<file path="src/rtl/accel_spi_reader_if.sv">
// 4-wire SPI bus between the accelerometer reader (master) and the ADXL345 (slave).
interface accel_spi_reader_if;
  logic spi_sclk;
  logic spi_cs_n;
  logic spi_sdi;
  logic spi_sdo;

  modport master (output spi_sclk, output spi_cs_n, output spi_sdi, input spi_sdo);
  modport slave  (input spi_sclk, input spi_cs_n, input spi_sdi, output spi_sdo);
endinterface

</file>
<file path="src/rtl/accel_spi_reader.sv">
// ADXL345 SPI reader: configures the sensor once, then polls X/Y/Z in mode 3 and emits 10-bit offset-binary axes.
// Optional ACCEL_AVG_EN: outputs become a running average of the last four samples per axis.
module accel_spi_reader #(
  parameter int CLK_FREQ    = 50_000_000,
  parameter int SPI_FREQ    = 1_000_000,
  parameter int SAMPLE_RATE = 100
) (
  input  logic                      clk,
  input  logic                      rst,
  input  logic                      enable,
  accel_spi_reader_if.master        spi,
  output logic [9:0]                x_out,
  output logic [9:0]                y_out,
  output logic [9:0]                z_out,
  output logic                      data_valid,
  output logic                      cfg_done
);

  localparam int CLK_DIV    = CLK_FREQ / (2 * SPI_FREQ);
  localparam int SAMPLE_DIV = CLK_FREQ / SAMPLE_RATE;
  localparam int CW         = 16;
  localparam int SW         = $clog2(SAMPLE_DIV);

  localparam logic [CW-1:0] HALF_LAST   = CW'(CLK_DIV - 1);
  localparam logic [CW-1:0] BIT_LAST    = CW'(2 * CLK_DIV - 1);
  localparam logic [CW-1:0] GAP_LAST    = CW'(2 * CLK_DIV - 1);
  localparam logic [CW-1:0] RST_LAST    = CW'(1023);
  localparam logic [SW-1:0] SAMPLE_LAST = SW'(SAMPLE_DIV - 1);

  localparam logic [2:0] ST_RST_WAIT = 3'd0;
  localparam logic [2:0] ST_CFG_FMT  = 3'd1;
  localparam logic [2:0] ST_CFG_PWR  = 3'd2;
  localparam logic [2:0] ST_IDLE     = 3'd3;
  localparam logic [2:0] ST_READ     = 3'd4;
  localparam logic [2:0] ST_UPDATE   = 3'd5;

  // Every transaction walks GAP (CS high) -> SETUP -> BITS -> HOLD (CS low).
  localparam logic [1:0] PH_GAP   = 2'd0;
  localparam logic [1:0] PH_SETUP = 2'd1;
  localparam logic [1:0] PH_BITS  = 2'd2;
  localparam logic [1:0] PH_HOLD  = 2'd3;

  logic [2:0]    state_q, state_d;
  logic [1:0]    phase_q, phase_d;
  logic [CW-1:0] div_cnt_q, div_cnt_d;
  logic [5:0]    bit_cnt_q, bit_cnt_d;
  logic [15:0]   tx_q, tx_d;
  logic [47:0]   rx_q, rx_d;
  logic [SW-1:0] samp_cnt_q, samp_cnt_d;
  logic          cs_n_q, cs_n_d;
  logic          sclk_q, sclk_d;
  logic          sdi_q, sdi_d;
  logic          cfg_done_q, cfg_done_d;
  logic          data_valid_q, data_valid_d;
  logic [9:0]    x_q, x_d;
  logic [9:0]    y_q, y_d;
  logic [9:0]    z_q, z_d;

  logic          tick;
  logic [5:0]    last_bit;
  logic [2:0][9:0] smp;
  logic [2:0][9:0] upd;
  logic          unused_b1_bits;

  assign tick     = cfg_done_q && (samp_cnt_q == SAMPLE_LAST);
  assign last_bit = (state_q == ST_READ) ? 6'd55 : 6'd15;

  // rx_q holds X0 X1 Y0 Y1 Z0 Z1; flipping bit 9 of the 10-bit two's complement adds 512.
  assign smp[0] = {~rx_q[33], rx_q[32], rx_q[47:40]};
  assign smp[1] = {~rx_q[17], rx_q[16], rx_q[31:24]};
  assign smp[2] = {~rx_q[1],  rx_q[0],  rx_q[15:8]};
  assign unused_b1_bits = ^{rx_q[39:34], rx_q[23:18], rx_q[7:2]};

`ifdef ACCEL_AVG_EN
  // The three previous samples plus the incoming one form the 4-sample window.
  logic [2:0][2:0][9:0] hist_q, hist_d;
  logic [2:0][11:0]     sum;

  always_comb begin
    hist_d = hist_q;
    sum    = '0;
    upd    = '0;
    for (int a = 0; a < 3; a++) begin
      sum[a] = 12'(smp[a]) + 12'(hist_q[a][0]) + 12'(hist_q[a][1]) + 12'(hist_q[a][2]);
      upd[a] = sum[a][11:2];
      if (state_q == ST_UPDATE) begin
        hist_d[a][0] = smp[a];
        hist_d[a][1] = hist_q[a][0];
        hist_d[a][2] = hist_q[a][1];
      end
    end
  end

  always_ff @(posedge clk) begin
    if (rst) begin
      hist_q <= {9{10'd512}};
    end else begin
      hist_q <= hist_d;
    end
  end
`else
  assign upd = smp;
`endif

  always_comb begin
    state_d      = state_q;
    phase_d      = phase_q;
    div_cnt_d    = div_cnt_q;
    bit_cnt_d    = bit_cnt_q;
    tx_d         = tx_q;
    rx_d         = rx_q;
    cs_n_d       = cs_n_q;
    sclk_d       = sclk_q;
    sdi_d        = sdi_q;
    cfg_done_d   = cfg_done_q;
    data_valid_d = 1'b0;
    x_d          = x_q;
    y_d          = y_q;
    z_d          = z_q;
    samp_cnt_d   = '0;

    if (cfg_done_q) begin
      samp_cnt_d = tick ? '0 : samp_cnt_q + 1'b1;
    end

    case (state_q)
      ST_RST_WAIT: begin
        if (div_cnt_q == RST_LAST) begin
          state_d   = ST_CFG_FMT;
          phase_d   = PH_GAP;
          div_cnt_d = '0;
          tx_d      = 16'h3100;
        end else begin
          div_cnt_d = div_cnt_q + 1'b1;
        end
      end

      ST_CFG_FMT, ST_CFG_PWR, ST_READ: begin
        div_cnt_d = div_cnt_q + 1'b1;
        case (phase_q)
          PH_GAP: begin
            if (div_cnt_q == GAP_LAST) begin
              phase_d   = PH_SETUP;
              div_cnt_d = '0;
              cs_n_d    = 1'b0;
              bit_cnt_d = '0;
            end
          end
          PH_SETUP: begin
            if (div_cnt_q == HALF_LAST) begin
              phase_d   = PH_BITS;
              div_cnt_d = '0;
              sclk_d    = 1'b0;
              sdi_d     = tx_q[15];
              tx_d      = {tx_q[14:0], 1'b0};
            end
          end
          PH_BITS: begin
            // Mid-bit rising edge samples MISO; the final rising edge starts the CS hold.
            if (div_cnt_q == HALF_LAST) begin
              sclk_d = 1'b1;
              rx_d   = {rx_q[46:0], spi.spi_sdo};
              if (bit_cnt_q == last_bit) begin
                phase_d   = PH_HOLD;
                div_cnt_d = '0;
              end
            end else if (div_cnt_q == BIT_LAST) begin
              div_cnt_d = '0;
              bit_cnt_d = bit_cnt_q + 1'b1;
              sclk_d    = 1'b0;
              sdi_d     = tx_q[15];
              tx_d      = {tx_q[14:0], 1'b0};
            end
          end
          PH_HOLD: begin
            if (div_cnt_q == HALF_LAST) begin
              cs_n_d    = 1'b1;
              sdi_d     = 1'b0;
              div_cnt_d = '0;
              phase_d   = PH_GAP;
              case (state_q)
                ST_CFG_FMT: begin
                  state_d = ST_CFG_PWR;
                  tx_d    = 16'h2D08;
                end
                ST_CFG_PWR: begin
                  state_d    = ST_IDLE;
                  cfg_done_d = 1'b1;
                end
                default: state_d = ST_UPDATE;
              endcase
            end
          end
          default: phase_d = PH_GAP;
        endcase
      end

      ST_IDLE: begin
        if (tick && enable) begin
          state_d   = ST_READ;
          phase_d   = PH_GAP;
          div_cnt_d = '0;
          tx_d      = 16'hF200;
        end
      end

      ST_UPDATE: begin
        state_d      = ST_IDLE;
        data_valid_d = 1'b1;
        x_d          = upd[0];
        y_d          = upd[1];
        z_d          = upd[2];
      end

      default: state_d = ST_RST_WAIT;
    endcase
  end

  always_ff @(posedge clk) begin
    if (rst) begin
      state_q      <= ST_RST_WAIT;
      phase_q      <= PH_GAP;
      div_cnt_q    <= '0;
      bit_cnt_q    <= '0;
      tx_q         <= '0;
      rx_q         <= '0;
      samp_cnt_q   <= '0;
      cs_n_q       <= 1'b1;
      sclk_q       <= 1'b1;
      sdi_q        <= 1'b0;
      cfg_done_q   <= 1'b0;
      data_valid_q <= 1'b0;
      x_q          <= 10'd512;
      y_q          <= 10'd512;
      z_q          <= 10'd512;
    end else begin
      state_q      <= state_d;
      phase_q      <= phase_d;
      div_cnt_q    <= div_cnt_d;
      bit_cnt_q    <= bit_cnt_d;
      tx_q         <= tx_d;
      rx_q         <= rx_d;
      samp_cnt_q   <= samp_cnt_d;
      cs_n_q       <= cs_n_d;
      sclk_q       <= sclk_d;
      sdi_q        <= sdi_d;
      cfg_done_q   <= cfg_done_d;
      data_valid_q <= data_valid_d;
      x_q          <= x_d;
      y_q          <= y_d;
      z_q          <= z_d;
    end
  end

  assign spi.spi_cs_n = cs_n_q;
  assign spi.spi_sclk = sclk_q;
  assign spi.spi_sdi  = sdi_q;
  assign x_out        = x_q;
  assign y_out        = y_q;
  assign z_out        = z_q;
  assign data_valid   = data_valid_q;
  assign cfg_done     = cfg_done_q;

endmodule

</file>
<file path="src/flat_wrapper.sv">
// flat-port wrapper written by rule: the top's interface ports become plain ports
module accel_spi_reader_flat 
#(
  parameter int CLK_FREQ    = 50_000_000,
  parameter int SPI_FREQ    = 1_000_000,
  parameter int SAMPLE_RATE = 100
)
  (clk, rst, enable, x_out, y_out, z_out, data_valid, cfg_done, spi_spi_sclk, spi_spi_cs_n, spi_spi_sdi, spi_spi_sdo);
  accel_spi_reader_if spi_i ();
  input  logic clk;
  input  logic rst;
  input  logic enable;
  output logic [9:0] x_out;
  output logic [9:0] y_out;
  output logic [9:0] z_out;
  output logic data_valid;
  output logic cfg_done;
  output wire logic [$bits(spi_i.spi_sclk)-1:0] spi_spi_sclk;
  output wire logic [$bits(spi_i.spi_cs_n)-1:0] spi_spi_cs_n;
  output wire logic [$bits(spi_i.spi_sdi)-1:0] spi_spi_sdi;
  input wire logic [$bits(spi_i.spi_sdo)-1:0] spi_spi_sdo;
  assign spi_spi_sclk = spi_i.spi_sclk;
  assign spi_spi_cs_n = spi_i.spi_cs_n;
  assign spi_spi_sdi = spi_i.spi_sdi;
  assign spi_i.spi_sdo = spi_spi_sdo;
  accel_spi_reader #(.CLK_FREQ(CLK_FREQ), .SPI_FREQ(SPI_FREQ), .SAMPLE_RATE(SAMPLE_RATE)) u_core (.clk(clk), .rst(rst), .enable(enable), .spi(spi_i), .x_out(x_out), .y_out(y_out), .z_out(z_out), .data_valid(data_valid), .cfg_done(cfg_done));
endmodule
</file>
<file path="config.mk">
export PLATFORM = sky130hd
export DESIGN_NAME = accel_spi_reader_flat
export DESIGN_NICKNAME = d
export VERILOG_FILES = /design/src/rtl/accel_spi_reader_if.sv /design/src/rtl/accel_spi_reader.sv /design/src/flat_wrapper.sv
export SDC_FILE = /design/constraint.sdc
export NUM_CORES = 1
export LEC_CHECK = 0
export ABC_AREA = 0
export CORE_UTILIZATION = 59
export DETAILED_ROUTE_END_ITERATION = 10
export PLACE_DENSITY = 0.84
export RECOVER_POWER = 100
export SETUP_SLACK_MARGIN = 0.3
export SKIP_LAST_GASP = 1
export SYNTH_ARGS = -nofsm -noshare
export SYNTH_HDL_FRONTEND = slang
export SYNTH_SLANG_ARGS = --single-unit
</file>
<file path="constraint.sdc">
create_clock -name clk -period 2.9 [get_ports clk]
set_input_delay 0.29 -clock clk [delete_from_list [all_inputs] [get_ports clk]]
set_output_delay 0.29 -clock clk [all_outputs]
set_load 0.01 [all_outputs]
</file>
==> metrics.yaml, run 1 <==
clock_tree:
  clk_pin_slew_ns: 0.07
  numCtsBuffers: 17
  clockBufferDepth: 2
  clock_tree.root_cell: "clkbuf_8"
  clkSinkCount: 142
  postCtsHoldBufs: 0
  clkLatencyLatePin_ns: 0.53
  post_cts_buffers: 0
  cts_tree: "built"
  htreeDepth: 4
yosys:
  synth_top_area_share: 0.4625
  synth_top_family_by_area: "simple AND/OR/NAND/NOR gates"
  syn_area_mm2: 0.006146
  synthTopCellsByArea: "dfxtp_1 46%, nand2_1 11%, a21oi_1 8.0%, nor2_1 3.5%, xor2_1 3.0%"
  synth_top_area_cell: "dfxtp_1"
  synth_fa_ha_area_frac: 0.02036
  synth_edf_count: 0
  yosysMostFrequentCell: "nand2_1"
  synth_mux_area_frac: 0.02463
  synth-simple-area-share: 0.2598
  ys_types: 63
  synth_async_sr_flop_share: 0
  syn_inst: 744
  synth_xor_area_frac: 0.04418
  synth_fp_nets: 758
  yosys_register_bits: 142
  syn_avg_cell_area_um2: 8.261
  ys_top_cells_by_count: "180 x nand2_1, 142 x dfxtp_1, 98 x a21oi_1"
  ys.flop_type: "dfxtp_1"
  synth.yosys.seq_area_share: 0.4625
  synth_compound_area_frac: 0.1517
  yosysWarnings: 0
sta:
  max_clock_freq_ghz: 0.3821
  fin_setup_tns_ns: 0
  hold_slack_ns: 0.2236
  slew_headroom: 0.4754
  period_needed_ns: 2.617
  fin_crit_sh: 0.9025
  setup_viol: 0
  drv_slew: 0
  rsz0062_at_grt: "yes"
  worstMarginPinSlew_ns: 0.7870
  hold_violations: 0
  fin_skew_ns: 0.008168
critical_path:
  endpoint_kind: "flop"
  critPathTopFamily: "compound AO/OA/AOI/OAI gates"
  crit_path_start: "u_core.samp_cnt_q[0]"
  path_max_fanout: 14
  slowest_stage: "o21bai_2"
  cp-start-kind: "flop"
  crit_chain: "ha_1, nand4b_1, nor4_4, a41oi_2, a21o_1, o21bai_2, nor2_1"
  path_depth: 7
  timing.rr.end: "u_core.div_cnt_q[3]"
  max_stage_delay_ns: 0.46
  crit_arrival_ns: 3.01
  r2r_slack_ns: 0.28
  r2r_cells: 7
  path_class: "flop to flop"
  critPathRequiredTime_ns: 3.29
  crit_buf_inv: 0
  worstReg2RegStart: "u_core.samp_cnt_q[0]"
  critPathCapture: "u_core.div_cnt_q[3]"
detailed_routing:
  drt_iter0_drc: 359
  ant_nets: 0
  drtPass1Iterations: 5
  via_per_inst: 5.785
  route.vias.total: 5282
  drc: 0
  wl_um: 13820
  wire_per_inst_um: 15.14
global_route:
  grt_pass1_vias: 5126
  grt_max_degree: 67
  grt_pass1_wl_um: 23390
  grt_util_all_layers: 0.2644
  antenna_found_initial: 0
  grt.overflow.total: 0
final_layout:
  syn2layout_area_growth_pct: 17.14
  layout-drive-gt1-share: 0.07436
  fin_area_mm2: 0.007199
  finalNetCount: 781
  fillers: 719
  antenna_cells: 0
power:
  switchingPower_uw: 929.4
  power.density_mw_per_mm2: 600.0
  p_leak_nw: 2.579
  peakVddDrop_v: 0.0004701
  pwr-share-clk: 0.534
  p_comb_frac: 0.012
  p_seq_frac: 0.454
  internal-power_mw: 3.390
  netSwitchingFraction: 0.2152
placed_design:
  port_buffers: 38
  globalplace.congestion: 0.8738
  detailed_place.area_mm2: 0.006598
  hpwl_um: 8480
job:
  cap_violations: 0
die:
  chipHeight_um: 104.1
  row_count: 36
  dieArea_mm2: 0.01083
  initial_core_util: 0.6174
  pin_count: 39
  die_x_um: 104.1
  core-area_mm2: 0.009955
worst_hold_path:
  min_path_type: "input pin to flop"
outcome:
  status: "finished clean"
layout make-up:
| cell class | count | area (µm²) | share of cell area |
|---|---|---|---|
| sequential | 142 | 2844 | 0.3950 |
| inverter | 14 | 52.55 | 0.007299 |
| timing repair buffer | 47 | 437.9 | 0.06083 |
| clock buffer | 19 | 421.7 | 0.05857 |
| multi-input combinational | 545 | 3075 | 0.4272 |
| tap | 133 | 166.4 | 0.02311 |
| clock inverter | 13 | 201.4 | 0.02798 |
how the worst min path moves through the flow:
stage	startpoint	endpoint	slack, ns	depth (start not counted)
finish	rst	u_core.bit_cnt_q[0]	0.22	2
global route	rst	u_core.bit_cnt_q[0]	0.26	2
CTS	rst	u_core.bit_cnt_q[0]	0.21	2
detailed placement	u_core.rx_q[23]	u_core.rx_q[23]	0.45	2
global placement	u_core.rx_q[6]	u_core.rx_q[6]	0.44	2
floorplan	spi_spi_sdo	u_core.rx_q[0]	0.43	2
logic make-up (layout without fill, tap and decap cells):
family / Yosys count / count (layout)
and+or+nand+nor: 339 / 339
AOI/OAI and AO/OA: 151 / 151
DFF: 142 / 142
buffers and inverters: 57 / 93
xor gates and xnor gates: 31 / 31
muxes: 14 / 14
adders and majority gates: 10 / 10
stage by stage:
| step | cells | setup slack [ns] | power [mW] | utilization |
|---|---|---|---|---|
| after floorplan | 744 | 0.7208 | 2.041 | - |
| after global placement | 881 | 0.4392 | 2.052 | 0.6628 |
| after detailed placement | 881 | 0.2138 | 2.054 | 0.6628 |
| after CTS | 913 | 0.3128 | 4.342 | 0.7262 |
| after global routing | 913 | 0.1518 | 4.427 | 0.7232 |
| final | 913 | 0.2828 | 4.319 | 0.7232 |
power groups by stage:
stage          logic [mW]  clock network [mW]  registers, mW
6_report           0.0534                2.31           1.96
5_1_grt            0.0573                2.41           1.96
4_1_cts            0.0525                2.33           1.96
3_5_place_dp       0.0506                   0           2.00
3_3_place_gp       0.0487                   0           2.00
2_1_floorplan      0.0386                   0           2.00
registers in the layout, indices dropped and copies added, names as in the netlist:
register	flops
u_core.spi.spi_cs_n	1
u_core.x_out	10
u_core.z_out	10
u_core.rx_q	48
u_core.state_q	3
u_core.bit_cnt_q	6
u_core.samp_cnt_q	19
u_core.div_cnt_q	16
u_core.cfg_done	1
u_core.tx_q	13
u_core.spi.spi_sdi	1
u_core.spi.spi_sclk	1
u_core.y_out	10
u_core.phase_q	2
u_core.data_valid	1
routing by layer:
| layer | GRT usage | share of wire | up-vias |
|---|---|---|---|
| li1 | - | - | 2572 |
| met1 | 0.3239 | 0.43 | 2528 |
| met2 | 0.4410 | 0.50 | 139 |
| met3 | 0.05702 | 0.039 | 43 |
| met4 | 0.1286 | 0.030 | 0 |
| met5 | 0 | 0 | - |
repair_timing:
item | CTS | global route
setup endpoints to repair | 14 | 48
cloned | 0 | 0
resized for setup | 1 | 2
endpoints found under the hold margin | 0 | 0
layout by cell type (no fill, tap or decap), types with 11 or more instances in the layout:
master and count:
nand2_1 180, dfxtp_1 141, a21oi_1 98, nor2_1 58, dlygate4sd3_1 35, xor2_1 21, clkbuf_16 16, inv_1 14
or3_1 12, nand3_1 12, nand4_1 12, and3_1 11
No activity file was read; power rests on OpenSTA's default activity.
==> inputs of run 2 (changes only) <==
--- a/config.mk
+++ b/config.mk
@@ -6,6 +6,7 @@
 export NUM_CORES = 1
 export LEC_CHECK = 0
 export ABC_AREA = 0
+export CAP_MARGIN = 20
 export CORE_UTILIZATION = 59
 export DETAILED_ROUTE_END_ITERATION = 10
 export PLACE_DENSITY = 0.84
==> results of run 2 <==
The final DEF is identical to that of run 1; final timing and power are the same.
